## config.mk

```make
export PLATFORM = sky130hd
export DESIGN_NAME = tdp36k_port_arbiter_flat
export DESIGN_NICKNAME = d
export VERILOG_FILES = /design/src/rtl/tdp36k_port_arbiter_pkg.sv /design/src/rtl/tdp36k_port_arbiter_if.sv /design/src/rtl/tdp36k_port_arbiter_rr_arb2.sv /design/src/rtl/tdp36k_port_arbiter.sv /design/src/flat_wrapper.sv
export SDC_FILE = /design/constraint.sdc
export NUM_CORES = 1
export LEC_CHECK = 0
export BUFFER_PORTS_ARGS = -buffer_cell sky130_fd_sc_hd__buf_2
export CORE_MARGIN = 3
export CORE_UTILIZATION = 43
export CTS_CLUSTER_SIZE = 24
export DETAILED_ROUTE_END_ITERATION = 16
export PLACE_DENSITY = 0.86
export SKIP_CTS_REPAIR_TIMING = 1
export SLEW_MARGIN = 20
export SYNTH_ARGS = -nofsm -noshare
export SYNTH_HDL_FRONTEND = slang
export SYNTH_SLANG_ARGS = --single-unit
```

## constraint.sdc

```tcl
create_clock -name clock0 -period 3 [get_ports clock0]
set_input_delay 0.15 -clock clock0 [delete_from_list [all_inputs] [get_ports clock0]]
set_output_delay 0.15 -clock clock0 [all_outputs]
set_load 0.05 [all_outputs]
```

## src/rtl/tdp36k_port_arbiter_pkg.sv

```systemverilog
// Shared types and constants for the TDP36K port arbiter.
// Holds the controller state encoding, default geometry and a small id helper.
package tdp36k_ctrl_pkg;

    localparam int unsigned DEF_ADDR_W = 32'd10;
    localparam int unsigned DEF_DATA_W = 32'd36;

    typedef enum logic [1:0] {
        ST_ARB   = 2'd0,
        ST_DRAIN = 2'd1,
        ST_CLEAR = 2'd2
    } arb_state_e;

    // Expand a requester id (0/1) into its one-hot valid vector.
    function automatic logic [1:0] id_to_onehot(input logic id);
        logic [1:0] oh;
        if (id) begin
            oh = 2'b10;
        end else begin
            oh = 2'b01;
        end
        return oh;
    endfunction

endpackage

```

## src/rtl/tdp36k_port_arbiter_if.sv

```systemverilog
// Bundle of requester handshakes, clear control and RAM port pins for one
// arbitrated TDP36K port. The arbiter takes the slave side.
interface tdp36k_port_arbiter_if
    import tdp36k_ctrl_pkg::*;
#(
    parameter int unsigned ADDR_W = DEF_ADDR_W,
    parameter int unsigned DATA_W = DEF_DATA_W
);
    logic              clr_start;
    logic              clr_busy;
    logic              r0_req;
    logic              r0_we;
    logic [ADDR_W-1:0] r0_addr;
    logic [DATA_W-1:0] r0_wdata;
    logic              r0_gnt;
    logic              r0_rvalid;
    logic              r1_req;
    logic              r1_we;
    logic [ADDR_W-1:0] r1_addr;
    logic [DATA_W-1:0] r1_wdata;
    logic              r1_gnt;
    logic              r1_rvalid;
    logic [DATA_W-1:0] rdata;
    logic [ADDR_W-1:0] mem_addr;
    logic              mem_wen;
    logic              mem_ren;
    logic [DATA_W-1:0] mem_wdata;
    logic [DATA_W-1:0] mem_rdata;

    modport slave (
        input  clr_start, r0_req, r0_we, r0_addr, r0_wdata,
               r1_req, r1_we, r1_addr, r1_wdata, mem_rdata,
        output clr_busy, r0_gnt, r0_rvalid, r1_gnt, r1_rvalid, rdata,
               mem_addr, mem_wen, mem_ren, mem_wdata
    );

    modport master (
        output clr_start, r0_req, r0_we, r0_addr, r0_wdata,
               r1_req, r1_we, r1_addr, r1_wdata, mem_rdata,
        input  clr_busy, r0_gnt, r0_rvalid, r1_gnt, r1_rvalid, rdata,
               mem_addr, mem_wen, mem_ren, mem_wdata
    );

endinterface

```

## src/rtl/tdp36k_port_arbiter_rr_arb2.sv

```systemverilog
// Two-way round-robin arbiter. On a tie the requester that did not win last
// time is granted; the pointer moves on every grant. Reset points at r1 so
// r0 wins the first tie.
module rr_arb2 (
    input  logic       clk,
    input  logic       rst,
    input  logic [1:0] req,
    input  logic       adv,
    output logic [1:0] gnt
);
    logic       last_q;
    logic       last_d;
    logic [1:0] gnt_s;

    // Pick the winner for this cycle from requests and the last-grant pointer.
    always_comb begin
        gnt_s = 2'b00;
        if (adv) begin
            case (req)
                2'b01:   gnt_s = 2'b01;
                2'b10:   gnt_s = 2'b10;
                2'b11:   gnt_s = last_q ? 2'b01 : 2'b10;
                default: gnt_s = 2'b00;
            endcase
        end else begin
            gnt_s = 2'b00;
        end
    end

    // Move the pointer to whoever was just granted; hold it otherwise.
    always_comb begin
        last_d = last_q;
        if (gnt_s != 2'b00) begin
            last_d = gnt_s[1];
        end else begin
            last_d = last_q;
        end
    end

    // Last-grant pointer register.
    always_ff @(posedge clk or posedge rst) begin
        if (rst) begin
            last_q <= 1'b1;
        end else begin
            last_q <= last_d;
        end
    end

    assign gnt = gnt_s;

endmodule

```

## src/rtl/tdp36k_port_arbiter.sv

```systemverilog
// Shares one TDP36K RAM port between two requesters with round-robin
// arbitration, a registered read-data path tagged per requester, and a
// clear sequencer that sweeps CLR_VAL over every word.
module tdp36k_port_arbiter
    import tdp36k_ctrl_pkg::*;
#(
    parameter int unsigned       ADDR_W  = DEF_ADDR_W,
    parameter int unsigned       DATA_W  = DEF_DATA_W,
    parameter logic [DATA_W-1:0] CLR_VAL = {DATA_W{1'b0}}
) (
    input  logic                  clock0,
    input  logic                  reset,
    tdp36k_port_arbiter_if.slave  bus
);
    arb_state_e        state_q;
    arb_state_e        state_d;
    logic [ADDR_W-1:0] clr_cnt_q;
    logic [ADDR_W-1:0] clr_cnt_d;
    logic              s1_vld_q;
    logic              s1_vld_d;
    logic              s1_id_q;
    logic              s1_id_d;
    logic [1:0]        rvalid_q;
    logic [1:0]        rvalid_d;
    logic [DATA_W-1:0] rdata_q;
    logic [DATA_W-1:0] rdata_d;

    logic              arb_adv_s;
    logic [1:0]        arb_gnt_s;
    logic              granted_s;
    logic              win_id_s;
    logic              win_we_s;
    logic [ADDR_W-1:0] win_addr_s;
    logic [DATA_W-1:0] win_wdata_s;
    logic              rd_issue_s;
    logic              inflight_s;
    logic              pipe_empty_s;
    logic              last_clr_s;

    // Grants are only issued in ARB and never while reset is asserted.
    assign arb_adv_s = (state_q == ST_ARB) && !reset;

    rr_arb2 u_rr_arb2 (
        .clk (clock0),
        .rst (reset),
        .req ({bus.r1_req, bus.r0_req}),
        .adv (arb_adv_s),
        .gnt (arb_gnt_s)
    );

    assign granted_s    = arb_gnt_s != 2'b00;
    assign win_id_s     = arb_gnt_s[1];
    assign win_we_s     = win_id_s ? bus.r1_we    : bus.r0_we;
    assign win_addr_s   = win_id_s ? bus.r1_addr  : bus.r0_addr;
    assign win_wdata_s  = win_id_s ? bus.r1_wdata : bus.r0_wdata;
    assign rd_issue_s   = granted_s && !win_we_s;
    // Tag pipe covers the capture stage and the rvalid stage.
    assign pipe_empty_s = !s1_vld_q && (rvalid_q == 2'b00);
    // A read issued in the clr_start cycle itself still counts as in flight.
    assign inflight_s   = !pipe_empty_s || rd_issue_s;
    assign last_clr_s   = clr_cnt_q == {ADDR_W{1'b1}};

    // Controller next state and clear counter.
    always_comb begin
        state_d   = state_q;
        clr_cnt_d = clr_cnt_q;
        case (state_q)
            ST_ARB: begin
                if (bus.clr_start) begin
                    state_d   = inflight_s ? ST_DRAIN : ST_CLEAR;
                    clr_cnt_d = {ADDR_W{1'b0}};
                end else begin
                    state_d   = ST_ARB;
                end
            end
            ST_DRAIN: begin
                if (pipe_empty_s) begin
                    state_d = ST_CLEAR;
                end else begin
                    state_d = ST_DRAIN;
                end
            end
            ST_CLEAR: begin
                if (last_clr_s) begin
                    state_d   = ST_ARB;
                    clr_cnt_d = {ADDR_W{1'b0}};
                end else begin
                    state_d   = ST_CLEAR;
                    clr_cnt_d = clr_cnt_q + {{(ADDR_W-1){1'b0}}, 1'b1};
                end
            end
            default: begin
                state_d   = ST_ARB;
                clr_cnt_d = {ADDR_W{1'b0}};
            end
        endcase
    end

    // RAM port drive: clear sweep, granted access, or idle.
    always_comb begin
        bus.mem_addr  = {ADDR_W{1'b0}};
        bus.mem_wdata = {DATA_W{1'b0}};
        bus.mem_wen   = 1'b0;
        bus.mem_ren   = 1'b0;
        if (state_q == ST_CLEAR) begin
            bus.mem_addr  = clr_cnt_q;
            bus.mem_wdata = CLR_VAL;
            bus.mem_wen   = 1'b1;
        end else if (granted_s) begin
            bus.mem_addr  = win_addr_s;
            bus.mem_wdata = win_wdata_s;
            bus.mem_wen   = win_we_s;
            bus.mem_ren   = !win_we_s;
        end else begin
            bus.mem_wen   = 1'b0;
            bus.mem_ren   = 1'b0;
        end
    end

    // Read tag pipe and output data register next values.
    always_comb begin
        s1_vld_d = rd_issue_s;
        s1_id_d  = win_id_s;
        rvalid_d = 2'b00;
        rdata_d  = rdata_q;
        if (s1_vld_q) begin
            rvalid_d = id_to_onehot(s1_id_q);
            rdata_d  = bus.mem_rdata;
        end else begin
            rvalid_d = 2'b00;
            rdata_d  = rdata_q;
        end
    end

    // State, counter, tag pipe and read data registers.
    always_ff @(posedge clock0 or posedge reset) begin
        if (reset) begin
            state_q   <= ST_ARB;
            clr_cnt_q <= {ADDR_W{1'b0}};
            s1_vld_q  <= 1'b0;
            s1_id_q   <= 1'b0;
            rvalid_q  <= 2'b00;
            rdata_q   <= {DATA_W{1'b0}};
        end else begin
            state_q   <= state_d;
            clr_cnt_q <= clr_cnt_d;
            s1_vld_q  <= s1_vld_d;
            s1_id_q   <= s1_id_d;
            rvalid_q  <= rvalid_d;
            rdata_q   <= rdata_d;
        end
    end

    assign bus.clr_busy  = state_q == ST_CLEAR;
    assign bus.r0_gnt    = arb_gnt_s[0];
    assign bus.r1_gnt    = arb_gnt_s[1];
    assign bus.r0_rvalid = rvalid_q[0];
    assign bus.r1_rvalid = rvalid_q[1];
    assign bus.rdata     = rdata_q;

endmodule

```

## src/flat_wrapper.sv

```systemverilog
// flat-port wrapper written by rule: the top's interface ports become plain ports
module tdp36k_port_arbiter_flat import tdp36k_ctrl_pkg::*;
#(
    parameter int unsigned       ADDR_W  = DEF_ADDR_W,
    parameter int unsigned       DATA_W  = DEF_DATA_W,
    parameter logic [DATA_W-1:0] CLR_VAL = {DATA_W{1'b0}}
)
  (clock0, reset, bus_clr_start, bus_r0_req, bus_r0_we, bus_r0_addr, bus_r0_wdata, bus_r1_req, bus_r1_we, bus_r1_addr, bus_r1_wdata, bus_mem_rdata, bus_clr_busy, bus_r0_gnt, bus_r0_rvalid, bus_r1_gnt, bus_r1_rvalid, bus_rdata, bus_mem_addr, bus_mem_wen, bus_mem_ren, bus_mem_wdata);
  tdp36k_port_arbiter_if #(.ADDR_W(ADDR_W), .DATA_W(DATA_W)) bus_i ();
  input  logic clock0;
  input  logic reset;
  input wire logic [$bits(bus_i.clr_start)-1:0] bus_clr_start;
  input wire logic [$bits(bus_i.r0_req)-1:0] bus_r0_req;
  input wire logic [$bits(bus_i.r0_we)-1:0] bus_r0_we;
  input wire logic [$bits(bus_i.r0_addr)-1:0] bus_r0_addr;
  input wire logic [$bits(bus_i.r0_wdata)-1:0] bus_r0_wdata;
  input wire logic [$bits(bus_i.r1_req)-1:0] bus_r1_req;
  input wire logic [$bits(bus_i.r1_we)-1:0] bus_r1_we;
  input wire logic [$bits(bus_i.r1_addr)-1:0] bus_r1_addr;
  input wire logic [$bits(bus_i.r1_wdata)-1:0] bus_r1_wdata;
  input wire logic [$bits(bus_i.mem_rdata)-1:0] bus_mem_rdata;
  output wire logic [$bits(bus_i.clr_busy)-1:0] bus_clr_busy;
  output wire logic [$bits(bus_i.r0_gnt)-1:0] bus_r0_gnt;
  output wire logic [$bits(bus_i.r0_rvalid)-1:0] bus_r0_rvalid;
  output wire logic [$bits(bus_i.r1_gnt)-1:0] bus_r1_gnt;
  output wire logic [$bits(bus_i.r1_rvalid)-1:0] bus_r1_rvalid;
  output wire logic [$bits(bus_i.rdata)-1:0] bus_rdata;
  output wire logic [$bits(bus_i.mem_addr)-1:0] bus_mem_addr;
  output wire logic [$bits(bus_i.mem_wen)-1:0] bus_mem_wen;
  output wire logic [$bits(bus_i.mem_ren)-1:0] bus_mem_ren;
  output wire logic [$bits(bus_i.mem_wdata)-1:0] bus_mem_wdata;
  assign bus_i.clr_start = bus_clr_start;
  assign bus_i.r0_req = bus_r0_req;
  assign bus_i.r0_we = bus_r0_we;
  assign bus_i.r0_addr = bus_r0_addr;
  assign bus_i.r0_wdata = bus_r0_wdata;
  assign bus_i.r1_req = bus_r1_req;
  assign bus_i.r1_we = bus_r1_we;
  assign bus_i.r1_addr = bus_r1_addr;
  assign bus_i.r1_wdata = bus_r1_wdata;
  assign bus_i.mem_rdata = bus_mem_rdata;
  assign bus_clr_busy = bus_i.clr_busy;
  assign bus_r0_gnt = bus_i.r0_gnt;
  assign bus_r0_rvalid = bus_i.r0_rvalid;
  assign bus_r1_gnt = bus_i.r1_gnt;
  assign bus_r1_rvalid = bus_i.r1_rvalid;
  assign bus_rdata = bus_i.rdata;
  assign bus_mem_addr = bus_i.mem_addr;
  assign bus_mem_wen = bus_i.mem_wen;
  assign bus_mem_ren = bus_i.mem_ren;
  assign bus_mem_wdata = bus_i.mem_wdata;
  tdp36k_port_arbiter #(.ADDR_W(ADDR_W), .DATA_W(DATA_W), .CLR_VAL(CLR_VAL)) u_core (.clock0(clock0), .reset(reset), .bus(bus_i));
endmodule
```

==> out/results.tsv <==
metric	value	unit
synthTopCellsByArea	dfrtp_1 (44%), mux2_2 (14%), nand2_1 (10%)	
vdd_drop_max	0.000838	V
die_height	88.7	um
endpoint	bus_mem_wdata[18]	
clkLatencyLatePin	0.31	ns
grt_setup_unrepaired	false	
ant_nets	0	
async_flop_share	100	%
min_path_type	input pin to async pin	
startpoint_type	flop	
power_frac_comb	59.3	%
power	4.16	mW
setup_violations	0	
overflow	0	
first_pass_iters	4	
clockBufferDepth	2	
io_buffer_count	223	
cts_root_buffer	clkbuf_8	
synth_edf_count	0	
avgSynthCellArea	9.36	um^2
numCtsBuffers	5	
viasPerCell	5.14	
grt_max_degree	54	
setup_tns	0	ns
cts_max_level	2	
slew_headroom	39.7	%
yosys_most_used_dff	dfrtp_1	
gp_congestion	0.837	
crit_arrival	2.47	ns
crit_path_start	u_core.state_q[1]	
rr_worst_depth	5	
yosys.area.top_type	dfrtp_1	
clkSinkCount	53	
cp-end-kind	output pin	
seq_area	0.00133	mm^2
power.share.switching	54.2	%
yosysSeqAreaShare	45.1	%
seqPwrFrac	30.4	%
synth.net_count	450	
intPower	1.91	mW
die-area	0.00787	mm^2
p_switching	2.26	mW
synth_cell_types	41	
fmaxAchievable	381	MHz
dpl_cell_area	0.00407	mm^2
criticalPathCategory	flop to output pin	
fin_worst_skew	0.00657	ns
wl_per_cell	15.7	um
num_vias	3112	
core.rowCount	29	
slew_viol_final	0	
drive_above_1_share	52.8	%
worstPathRequired	2.85	ns
reg2reg_slack	1.24	ns
instances_no_fill	605	
yosysWarnings	0	
drt-initial-drc-count	146	
die_x	88.7	um
ios	224	
first_global_vias	2840	
ys_seq_elements	53	
critPathMaxFanout	44	
placed_cells	597	
grt_pass1_wl	14000	um
period_share	87.4	%
nFillCells	556	
worstMarginPinSlew	0.903	ns
reg2reg_to	u_core.clr_cnt_q[0]	
status	finished, final reports clean	
layout.nets	663	
final-hold-violation-count	0	
core_region_area	0.00649	mm^2
powerDensity	998	mW/mm^2
yosysTopAreaCellShare	44.3	%
hpwlAfterDp	7500	um
utilization	64.2	%
reg2reg_from	u_core.clr_cnt_q[0]	
pwr-share-clk	10.3	%
start_util	45.3	%
drv_cap	0	
cts.clk_slew.worst_paths	0.10	ns
cts_tree	done	
fin_crit	2.62	ns
p_leak	2.36	nW
syn_area	0.00294	mm^2
syn_inst	314	
antenna_found_initial	0	
antennaDiodeCount	0	
finalWirelength	9480	um
drc	0	
syn_to_final_growth	41.9	%
stdcell_area	0.00417	mm^2
multi_input_area	0.00147	mm^2
grt_use_total	22.8	%
==> metrics by stage <==
stage | hold slack, ns | setup WS, ns
after floorplan | 0.220 | 0.780
after global placement | 0.381 | 0.866
after detailed placement | 0.385 | 0.793
after CTS | 0.0525 | 0.439
after global routing | 0.0419 | 0.233
final | 0.0302 | 0.377
==> power groups by stage <==
| stage | clock [mW] | combinational [mW] | sequential [mW] |
|---|---|---|---|
| floorplan | 0 | 1.11 | 2.07 |
| global placement | 0 | 2.44 | 1.25 |
| detailed placement | 0 | 2.48 | 1.28 |
| CTS | 0.444 | 2.49 | 1.27 |
| global route | 0.483 | 2.59 | 1.32 |
| finish | 0.430 | 2.47 | 1.27 |
==> worst max-delay path, cell delays in order, from the launching register on <==
cell	delay [ns]
dfrtp_1	0.46
nor3_4	0.37
nand3_2	0.26
inv_2	0.20
buf_12	0.22
nand2_1	0.09
a21oi_1	0.24
buf_2	0.32
==> per-layer routing <==
layer	GRT usage, %	part of all wire, %
met5	0	0
met2	39.1	53
met4	5.91	1.2
met3	4.56	6.5
met1	29.4	40
==> area by class of cell <==
type | instances | area share, %
clock buffer | 6 | 1.98
clock inverter | 2 | 0.420
inverter | 6 | 0.570
multi-input combinational | 234 | 35.1
sequential | 53 | 31.8
tap | 77 | 2.31
timing repair buffer | 227 | 27.8
==> worst min-delay path by stage <==
stage                              endpoint  depth (start not counted)  slack [ns]         startpoint
floorplan           u_core.u_rr_arb2.last_q                          1        0.22         bus_r0_req
global placement       u_core.bus.rdata[10]                          2        0.38  bus_mem_rdata[10]
detailed placement     u_core.bus.rdata[11]                          2        0.39  bus_mem_rdata[11]
CTS                    u_core.bus.rdata[16]                          2        0.05  bus_mem_rdata[16]
global route           u_core.bus.rdata[16]                          2        0.04  bus_mem_rdata[16]
finish                 u_core.bus.rdata[27]                          2        0.03              reset
==> flip-flops by register name, indices dropped and copies added (netlist names) <==
| name | cells |
|---|---|
| u_core.bus.rdata | 36 |
| u_core.rvalid_q | 2 |
| u_core.s1_vld_q | 1 |
| u_core.clr_cnt_q | 10 |
| u_core.u_rr_arb2.last_q | 1 |
| u_core.state_q | 2 |
| u_core.s1_id_q | 1 |
==> placed cells by master (no fill, tap or decap), types with 2 or more instances in the layout <==
cell and count:
buf_2 223, nand2_1 82, dfrtp_1 52, a21oi_1 41, mux2_2 36, and3_1 13
o21ai_0 9, a221o_1 9, clkbuf_8 6, nor2_1 5, nand3_1 5, inv_1 4
nand4_1 3, o211ai_1 3, buf_4 3, nand2b_1 2, a22o_1 2, a31oi_1 2
nand3b_1 2, a21boi_0 2, mux2i_1 2
==> cell usage after synthesis, drive strengths merged (2+ instances only) <==
cell,n
o211ai,3
mux2i,2
dfrtp,52
clkbuf,6
nand4,3
inv,6
nand2b,2
nor2,5
a31oi,2
nand3b,2
nand3,6
a221o,9
buf,15
a22o,2
nand2,82
o21ai,11
mux2,36
a21oi,41
a21boi,2
and3,13
==> logic make-up (layout without fill, tap and decap cells) <==
| group | Yosys count | after routing | synth area share, % |
|---|---|---|---|
| AO/OA/AOI/OAI | 75 | 75 | 16.3 |
| multiplexers | 38 | 38 | 14.5 |
| buffers and inverters | 27 | 241 | 5.11 |
| AND/OR/NAND/NOR | 120 | 120 | 18.6 |
| adder cells (fa/ha/maj) | 1 | 1 | 0.425 |
| flip-flops | 53 | 53 | 45.1 |
(Power assumes the default switching activity.)
